## config.mk

```make
export PLATFORM = sky130hd
export DESIGN_NAME = clock_divider
export DESIGN_NICKNAME = d
export VERILOG_FILES = /design/src/rtl/clk_div_pkg.sv /design/src/rtl/clock_divider_channel.sv /design/src/rtl/clock_divider.sv
export SDC_FILE = /design/constraint.sdc
export NUM_CORES = 1
export LEC_CHECK = 0
export ABC_AREA = 1
export BUFFER_PORTS_ARGS = -buffer_cell sky130_fd_sc_hd__buf_2
export CAP_MARGIN = 5
export CORE_ASPECT_RATIO = 0.8
export CORE_MARGIN = 2
export CORE_UTILIZATION = 35
export CTS_CLUSTER_SIZE = 40
export DETAILED_ROUTE_END_ITERATION = 10
export SLEW_MARGIN = 20
export SYNTH_ARGS = -nofsm -noshare
export SYNTH_HDL_FRONTEND = slang
export SYNTH_SLANG_ARGS = --single-unit
```

## constraint.sdc

```tcl
create_clock -name clk_in -period 4.25 [get_ports clk_in]
set_input_delay 0.6375 -clock clk_in [delete_from_list [all_inputs] [get_ports clk_in]]
set_output_delay 0.6375 -clock clk_in [all_outputs]
set_load 0.01 [all_outputs]
```

## src/rtl/clk_div_pkg.sv

```systemverilog
// Shared constants and helpers for the multi-channel programmable clock divider.
package clk_div_pkg;

  localparam int MIN_DIV         = 2;
  localparam int DEFAULT_DIV_16K = 130;

  function automatic logic div_valid(input logic [31:0] n);
    return n >= 32'(MIN_DIV);
  endfunction

endpackage

```

## src/rtl/clock_divider_channel.sv

```systemverilog
// One divider channel: period counter, active/pending divisor and registered outputs.
module clock_divider_channel
  import clk_div_pkg::*;
#(
  parameter int WIDTH       = 16,
  parameter int DEFAULT_DIV = DEFAULT_DIV_16K
) (
  input  logic             clk_in,
  input  logic             reset,
  input  logic             enable_i,
  input  logic             wr_i,
  input  logic [WIDTH-1:0] val_i,
  output logic             slow_clk_o,
  output logic             tick_o
);

  logic [WIDTH-1:0] cnt_q, cnt_d;
  logic [WIDTH-1:0] div_q, div_d;
  logic [WIDTH-1:0] pend_q, pend_d;
  logic             pend_v_q, pend_v_d;
  logic             slow_clk_q, slow_clk_d;
  logic             tick_q, tick_d;
  logic             apply;

  always_comb begin
    cnt_d    = cnt_q;
    div_d    = div_q;
    pend_d   = pend_q;
    pend_v_d = pend_v_q;
    apply    = 1'b0;

    if (!enable_i) begin
      cnt_d = '0;
      apply = pend_v_q;
    end else if (cnt_q == div_q - 1'b1) begin
      cnt_d = '0;
      apply = pend_v_q;
    end else begin
      cnt_d = cnt_q + 1'b1;
    end

    // A divisor only changes where the counter restarts, so no runt period is possible.
    if (apply) begin
      div_d    = pend_q;
      pend_v_d = 1'b0;
    end

    // A write landing on the apply cycle is held for the following boundary.
    if (wr_i) begin
      pend_d   = val_i;
      pend_v_d = 1'b1;
    end

    // Outputs are registered against the next counter value so they track cnt cycle for cycle.
    slow_clk_d = enable_i && (cnt_d >= (div_d >> 1));
    tick_d     = enable_i && (cnt_d == div_d - 1'b1);
  end

  always_ff @(posedge clk_in or posedge reset) begin
    if (reset) begin
      cnt_q      <= '0;
      div_q      <= WIDTH'(DEFAULT_DIV);
      pend_q     <= WIDTH'(DEFAULT_DIV);
      pend_v_q   <= 1'b0;
      slow_clk_q <= 1'b0;
      tick_q     <= 1'b0;
    end else begin
      cnt_q      <= cnt_d;
      div_q      <= div_d;
      pend_q     <= pend_d;
      pend_v_q   <= pend_v_d;
      slow_clk_q <= slow_clk_d;
      tick_q     <= tick_d;
    end
  end

  assign slow_clk_o = slow_clk_q;
  assign tick_o     = tick_q;

endmodule

```

## src/rtl/clock_divider.sv

```systemverilog
// Multi-channel programmable clock divider: write decode, ack/err strobes and channel array.
module clock_divider
  import clk_div_pkg::*;
#(
  parameter int  WIDTH       = 16,
  parameter int  NUM_CH      = 2,
  parameter int  DEFAULT_DIV = DEFAULT_DIV_16K,
  localparam int CH_W        = (NUM_CH > 1) ? $clog2(NUM_CH) : 1
) (
  input  logic              reset,
  input  logic              clk_in,
  input  logic [NUM_CH-1:0] enable,
  input  logic              div_wr,
  input  logic [CH_W-1:0]   div_ch,
  input  logic [WIDTH-1:0]  div_val,
  output logic              div_ack,
  output logic              div_err,
  output logic [NUM_CH-1:0] slow_clk,
  output logic [NUM_CH-1:0] tick
);

  logic wr_ok;
  logic ack_q, err_q;

  assign wr_ok = div_wr && div_valid(32'(div_val)) && (int'(div_ch) < NUM_CH);

  always_ff @(posedge clk_in or posedge reset) begin
    if (reset) begin
      ack_q <= 1'b0;
      err_q <= 1'b0;
    end else begin
      ack_q <= wr_ok;
      err_q <= div_wr && !wr_ok;
    end
  end

  assign div_ack = ack_q;
  assign div_err = err_q;

  for (genvar g = 0; g < NUM_CH; g++) begin : g_ch
    clock_divider_channel #(
      .WIDTH       (WIDTH),
      .DEFAULT_DIV (DEFAULT_DIV)
    ) u_ch (
      .clk_in     (clk_in),
      .reset      (reset),
      .enable_i   (enable[g]),
      .wr_i       (wr_ok && (div_ch == CH_W'(g))),
      .val_i      (div_val),
      .slow_clk_o (slow_clk[g]),
      .tick_o     (tick[g])
    );
  end

endmodule

```

==> results of run 1 <==
## Yosys cell counts, types with 2 or more instances
| library cell | instances |
|---|---|
| or2_2 | 2 |
| o21bai_1 | 3 |
| nor2_2 | 21 |
| o21ai_2 | 10 |
| o21ai_1 | 11 |
| xnor3_1 | 3 |
| clkinv_1 | 3 |
| nor2_1 | 105 |
| buf_2 | 2 |
| clkbuf_1 | 6 |
| nor4_1 | 3 |
| o21ai_0 | 53 |
| xnor2_1 | 19 |
| nand2_2 | 16 |
| nand3_2 | 2 |
| inv_2 | 5 |
| o21ai_4 | 2 |
| nand3b_1 | 12 |
| nor3_2 | 2 |
| nor2_4 | 6 |
| xor2_1 | 38 |
| a21oi_1 | 18 |
| nand3_1 | 102 |
| a21o_1 | 4 |
| inv_1 | 168 |
| nor3_1 | 17 |
| nand2_4 | 4 |
| nand4_1 | 13 |
| buf_4 | 5 |
| buf_6 | 7 |
| and2_1 | 2 |
| dfstp_2 | 8 |
| ha_1 | 36 |
| nand2_1 | 359 |
| dfrtp_1 | 96 |
## power groups by stage
| stage | logic [uW] | clock network (uW) | registers, uW |
|---|---|---|---|
| after CTS | 1250 | 934 | 1260 |
| after global routing | 1470 | 971 | 1290 |
| after global placement | 1240 | 0 | 1280 |
| after floorplan | 989 | 0 | 1220 |
| after detailed placement | 1240 | 0 | 1280 |
| final | 1290 | 915 | 1270 |
## layer usage
layer / GRT usage / vias to the layer above / share of wire
met4: 0.03627 / 0 / 0.010
met2: 0.2516 / 170 / 0.40
met1: 0.2974 / 3347 / 0.53
li1: - / 3750 / -
met5: 0 / - / 0
met3: 0.02514 / 15 / 0.054
## final cells by class
type                            count  area [sq um]  share of cell area
Multi-Input combinational cell    871          4688              0.5230
Sequential cell                   104          2613              0.2915
Inverter                          176         665.6             0.07426
Tap cell                          306         382.9             0.04271
Timing Repair Buffer               47         289.0             0.03224
Clock buffer                        9         225.2             0.02513
Clock inverter                      7         100.1             0.01117
## path summary, 6_finish.rpt
path | slack (ps) | endpoint | start
setup / recovery | 270 | g_ch[1].u_ch.slow_clk_o | g_ch[1].u_ch.div_q[1]
hold / removal | 390 | g_ch[1].u_ch.slow_clk_o | reset
setup reg to reg | 270 | g_ch[1].u_ch.slow_clk_o | g_ch[1].u_ch.div_q[1]
hold reg to reg | 490 | g_ch[0].u_ch.pend_q[13] | g_ch[0].u_ch.pend_q[13]
max in group asynchronous | 2980 | g_ch[0].u_ch.div_q[7] | reset
min in group clk_in | 490 | g_ch[0].u_ch.pend_q[13] | g_ch[0].u_ch.pend_q[13]
## through the flow
| step | util | setup slack [ps] |
|---|---|---|
| final | 0.3973 | 266.0 |
| after global routing | 0.3973 | -1.919 |
| after CTS | 0.3914 | 191.9 |
| after detailed placement | 0.3770 | 223.0 |
| after global placement | 0.3770 | 250.9 |
| after floorplan | - | 686.8 |
## kinds of logic (layout without fill, tap and decap cells)
family	count (synthesis)	count (layout)
and+or+nand+nor	669	669
adders and majority gates	36	36
xor gates and xnor gates	60	60
DFF	104	104
buffers and inverters	199	239
AOI/OAI and AO/OA	106	106
## flip-flops by register name, indices dropped and copies added (netlist names)
register and cells:
g_ch.u_ch.div_q 32, g_ch.u_ch.cnt_q 32, g_ch.u_ch.pend_v_q 2, div_ack 1, g_ch.u_ch.pend_q 32, g_ch.u_ch.tick_o 2
div_err 1, g_ch.u_ch.slow_clk_o 2
## worst register-to-register path, delay by kind of cell (launching register included)
kind	cells	cell delay, ps
simple gates	11	1130
compound gates	10	1320
fa+ha+maj	2	500
flops	1	570
buf+inv	3	360
## what timing repair did
item                       CTS  global route
resized for setup            0            21
setup endpoints to repair    0             3
setup buffers                0             8
==> metrics.csv, run 1 <==
stage;metric;value;unit
run_status;status;finished clean;
power_and_ir_drop;Pwr Total;3474;uW
global_routing;GRT Total Usage;0.1828;
logic_synthesis;Post-Synth XOR/XNOR Area;0.07025;
finish;most common cell after layout, fill and taps aside;nand2_1;
power_and_ir_drop;switching share of power;0.4144;
logic_synthesis;post-synth net total;1232;
drt;via count;7282;
floorplanning;Die W;173.7;um
critical_path;cells on worst reg2reg path;26;
sta;Tightest Pin Transition;904.6;ps
floorplanning;Die H;139.8;um
critical_path;CP endpoint kind;flop;
global_routing;first-pass GRT wire length;35310;um
floorplanning;initial core utilization;0.3576;
sta;achievable frequency;251.0;MHz
place;placed cell count;1496;
place;final HPWL from detailed placement;17650;um
flow_run;max_cap viols;0;
clock_tree;TritonCTS Buffers;9;
drt;vias per cell;4.791;
sta;Tmin final;3984;ps
sta;Final Hold Fails;0;
power_and_ir_drop;pwr/cell area;387.5;mW/mm^2
critical_path;CP max-delay cell;dfstp_2;
clock_tree;Clock Sinks;104;
logic_synthesis;top cell type's share of synthesized area;0.2978;
critical_path;crit path max fanout;7;
power_and_ir_drop;combinational share of power;0.370;
logic_synthesis;post-synthesis cell area;0.008068;sq mm
sta;Final Max Tran Viols;0;
logic_synthesis;Synth warnings;0;
logic_synthesis;Synth Area in Compound Gates;0.07863;
place;PortBufs;27;
sta;max_slew headroom;0.3955;
global_routing;initial antenna violation count;0;
power_and_ir_drop;Pleak;0.004624;uW
clock_tree;CTS tree;yes;
finish;Final Non-Filler Cells;1520;
logic_synthesis;FF+latch count, synth;104;
clock_tree;clock buffer depth;2;
finish;P&R area growth vs syn;11.10;%
drt;Final Routed Wirelength;22020;um
power_and_ir_drop;peak supply drop;221.2;uV
global_routing;largest net degree at the start of global routing;79;
logic_synthesis;Synth Instances;1174;
sta;Setup violations, final;0;
place;Final GP Congestion;0.8670;
logic_synthesis;number of synthesized flops with an enable pin;0;
sta;post-route clock period utilization;0.9374;
sta;Fin Setup TNS;0;ps
floorplanning;# rows;49;
logic_synthesis;Main synth FF type;dfrtp_1;
drt;Antenna Nets Post-Route;0;
drt;starting DRC count in detailed routing;560;
floorplanning;Core Box Area;0.02256;sq mm
critical_path;critical setup path kind;reg2reg;
finish;diodes inserted;0;
critical_path;Required @ worst endpoint;4490;ps
critical_path;Worst Path Arrival;4230;ps
finish;Nets;1267;
global_routing;GR Overflow Total;0;
floorplanning;Die ar.;0.02429;sq mm
sta;Final Skew;13.95;ps
logic_synthesis;Simple-Gate Fraction of Synth Area;0.3682;
power_and_ir_drop;Clk network pwr share;0.263;
finish;post-route design area;0.008964;sq mm
logic_synthesis;synth top area cells;dfrtp_1 (30%), nand2_1 (17%), inv_1 (7.8%), nand3_1 (6.3%), ha_1 (5.6%);
clock_tree;hold_buf cts;0;
place;Placement Cell Area;0.008506;sq mm
critical_path;crit-path max cell delay;570;ps
global_routing;number of global-route vias before repair;6682;
power_and_ir_drop;sw power;1440;uW
finish;most frequent cells in the layout;nand2_1 (356), inv_1 (165), nand3_1 (101);
min_path;worst hold path type;in2async;
critical_path;Bufs and invs on worst path;3;
drt;DR WL/cell;14.48;um
critical_path;Startpoint Class;flop;
sta;Min Hold Slack;391.7;ps
clock_tree;CTS root buffer;clkbuf_16;
logic_synthesis;post-synthesis sequential area ratio;0.3238;
critical_path;Critical Path Stages;26;
logic_synthesis;Synth Area in Adders;0.05583;
finish;fillers;2442;
logic_synthesis;Async SR Flop Fraction;1.000;
power_and_ir_drop;Internal;2034;uW
drt;TritonRoute pass-1 iters;5;
drt;DRC;0;
clock_tree;Skew-Pair Late Insertion Delay;360;ps
logic_synthesis;synth unique cells;46;
logic_synthesis;largest family of logic cells by synthesized area;simple AND/OR/NAND/NOR gates;
finish;layout cells sized above 1;0.1318;
floorplanning;IO Count;28;
logic_synthesis;synthesized area per cell;6.872;sq um
power_and_ir_drop;Seq pwr share;0.366;
logic_synthesis;Yosys top cell by area;dfrtp_1;
logic_synthesis;post-synthesis mux area share;0;
clock_tree;H-tree levels;3;
critical_path;CP delay by family, top;compound AO/OA/AOI/OAI gates;
clock_tree;clk slew on worst S/H paths;80;ps
Power figures use the tool's default switching activity.
==> run 2, diff against run 1 <==
- clock period: 4.25 -> 3.3 ns (I/O delays scaled with it)
==> metrics.csv, run 2 (synthesized netlist as in run 1, its figures left out) <==
stage;metric;value;unit;change
min_path;worst hold path type;in2async;;
floorplanning;Die ar.;0.02429;sq mm;unchanged
critical_path;cells on worst reg2reg path;29;;+12%
flow_run;max_cap viols;0;;unchanged
critical_path;worst reg2reg path startpoint;g_ch[1].u_ch.div_q[1];;
drt;vias per cell;4.770;;-0.44%
drt;DR WL/cell;14.10;um;-2.6%
finish;most frequent cells in the layout;nand2_1 (336), buf_4 (189), inv_1 (157);;
global_routing;first-pass GRT wire length;38840;um;+10%
floorplanning;IO Count;28;;unchanged
critical_path;CP endpoint kind;flop;;
critical_path;critical setup path kind;reg2reg;;
place;Final GP Congestion;0.8949;;+3.2%
floorplanning;Die H;139.8;um;unchanged
critical_path;Critical Path Start;g_ch[1].u_ch.div_q[1];;
sta;Final Hold Fails;0;;unchanged
power_and_ir_drop;Pwr Total;5209;uW;+50%
finish;final core occ;0.4811;;+0.08380
finish;post-route design area;0.01085;sq mm;+21%
global_routing;initial antenna violation count;0;;unchanged
floorplanning;Die W;173.7;um;unchanged
floorplanning;Core Box Area;0.02256;sq mm;unchanged
critical_path;register-to-register setup slack;-480;ps;-750 ps
critical_path;Worst Path Arrival;4030;ps;-200 ps
place;final HPWL from detailed placement;18820;um;+6.6%
sta;Setup violations, final;4;;+4
critical_path;Startpoint Class;flop;;
sta;achievable frequency;264.2;MHz;+5.3%
power_and_ir_drop;pwr/cell area;479.9;mW/mm^2;+24%
clock_tree;hold_buf cts;0;;unchanged
finish;most common cell after layout, fill and taps aside;nand2_1;;
sta;Tightest Pin Transition;626.5;ps;-278.1 ps
sta;RSZ-0062 raised after global routing;yes;;
sta;Fin Setup TNS;-1011;ps;-1011 ps
drt;Antenna Nets Post-Route;0;;unchanged
power_and_ir_drop;Pleak;0.005635;uW;+22%
finish;top flop regs;g_ch.u_ch.cnt_q (32), g_ch.u_ch.div_q (32), g_ch.u_ch.pend_q (32);;
sta;Min Hold Slack;131.1;ps;-260.7 ps
drt;Final Routed Wirelength;24090;um;+9.4%
run_status;failing checks;negative setup slack;;
floorplanning;initial core utilization;0.3576;;unchanged
drt;DRC;0;;unchanged
critical_path;crit path max fanout;7;;unchanged
place;PortBufs;27;;unchanged
sta;Final Skew;9.589;ps;-4.357 ps
sta;post-route clock period utilization;1.147;;+0.2094
clock_tree;CTS root buffer;clkbuf_16;;
drt;starting DRC count in detailed routing;713;;+27%
clock_tree;H-tree levels;3;;unchanged
clock_tree;Clock Sinks;104;;unchanged
clock_tree;CTS tree;yes;;
run_status;status;finished, violations left;;
finish;diodes inserted;0;;unchanged
global_routing;largest net degree at the start of global routing;77;;-2.5%
global_routing;GR Overflow Total;0;;unchanged
clock_tree;TritonCTS Buffers;9;;unchanged
critical_path;last element of the critical path;g_ch[1].u_ch.slow_clk_o;;
clock_tree;Skew-Pair Late Insertion Delay;370;ps;about the same
finish;Nets;1455;;+15%
drt;via count;8147;;+12%
critical_path;CP max-delay cell;dfstp_2;;
critical_path;crit-path max cell delay;380;ps;-190 ps
power_and_ir_drop;peak supply drop;264.3;uV;+19%
global_routing;number of global-route vias before repair;7485;;+12%
clock_tree;clk slew on worst S/H paths;80;ps;about the same
finish;P&R area growth vs syn;34.54;%;
floorplanning;# rows;49;;unchanged
global_routing;GRT Total Usage;0.2014;;+0.01856
clock_tree;clock buffer depth;2;;unchanged
drt;TritonRoute pass-1 iters;7;;+2
critical_path;RR Endpoint;g_ch[1].u_ch.slow_clk_o;;
place;Placement Cell Area;0.009824;sq mm;+16%
sta;worst setup margin;-484.6;ps;-750.6 ps
sta;Tmin final;3785;ps;-199.4 ps
sta;max_slew headroom;0.5785;;+0.1830
finish;layout cells sized above 1;0.2996;;+0.1678
sta;Final Max Tran Viols;0;;unchanged
critical_path;Required @ worst endpoint;3550;ps;-940 ps
run 2: cell count changes in the layout (fill, tap and decap cells not counted), moves of 8 or more:
cell,change
nand2_2,+13
ha_1,-9
nand2_1,-20
nand3_1,-9
nand3_2,+8
inv_1,-8
ha_4,+9
nor2_1,-12
buf_4,+170
inv_2,+8
buf_6,+13
run 2: final cells by class:
class                           instances  area, sq um
Tap cell                              306        382.9
Fill cell                            2261        11710
Clock buffer                           10        229.0
Inverter                              176        663.1
Clock inverter                          6        62.56
Sequential cell                       104         2618
Timing Repair Buffer                  235         1819
Multi-Input combinational cell        871         5080
run 2: worst min-delay path by stage:
stage / from / endpoint / slack, ps / cells after the start
after global routing: reset / g_ch[0].u_ch.div_q[11] / 160 / 2
after CTS: reset / g_ch[0].u_ch.div_q[15] / 140 / 2
after floorplan: g_ch[0].u_ch.pend_q[0] / g_ch[0].u_ch.pend_q[0] / 450 / 2
after detailed placement: g_ch[1].u_ch.pend_q[0] / g_ch[1].u_ch.pend_q[0] / 470 / 2
after global placement: g_ch[0].u_ch.pend_q[0] / g_ch[0].u_ch.pend_q[0] / 470 / 2
final: reset / g_ch[0].u_ch.cnt_q[3] / 130 / 2
run 2: layer usage:
layer,global-route usage,up-vias,part of all wire
met5,0,-,0
met4,0.03273,0,0.0097
met3,0.02896,21,0.060
met2,0.2967,224,0.42
met1,0.3138,3770,0.51
li1,-,4132,-
run 2: critical path, delay by kind of cell, from the launching register on:
family | cells | cell delay, ps
AND/OR/NAND/NOR | 15 | 1620
flip-flops | 1 | 380
adder cells (fa/ha/maj) | 1 | 190
AO/OA/AOI/OAI | 10 | 1240
buffers and inverters | 3 | 220
run 2: timing repair:
item / in CTS / in global routing
pin swaps: 48 / 68
buffers inserted: 18 / 8
setup endpoints to repair: 4 / 4
resized for setup: 76 / 53
hold endpoints to repair: 0 / 0
cloned: 1 / 0
run 2: stage by stage:
| stage | setup WS [ps] | instances |
|---|---|---|
| final | -484.6 | 1708 |
| after global routing | -733.1 | 1708 |
| after CTS | -458.3 | 1700 |
| after detailed placement | -529.6 | 1666 |
| after global placement | -524.5 | 1666 |
| after floorplan | -163.2 | 1174 |
run 2: power by group:
| group | switching (uW) | leakage [uW] | internal, uW |
|---|---|---|---|
| Combinational | 1350 | 0.00418 | 1140 |
| Clock | 562 | 0.000142 | 534 |
| Sequential | 184 | 0.00132 | 1440 |
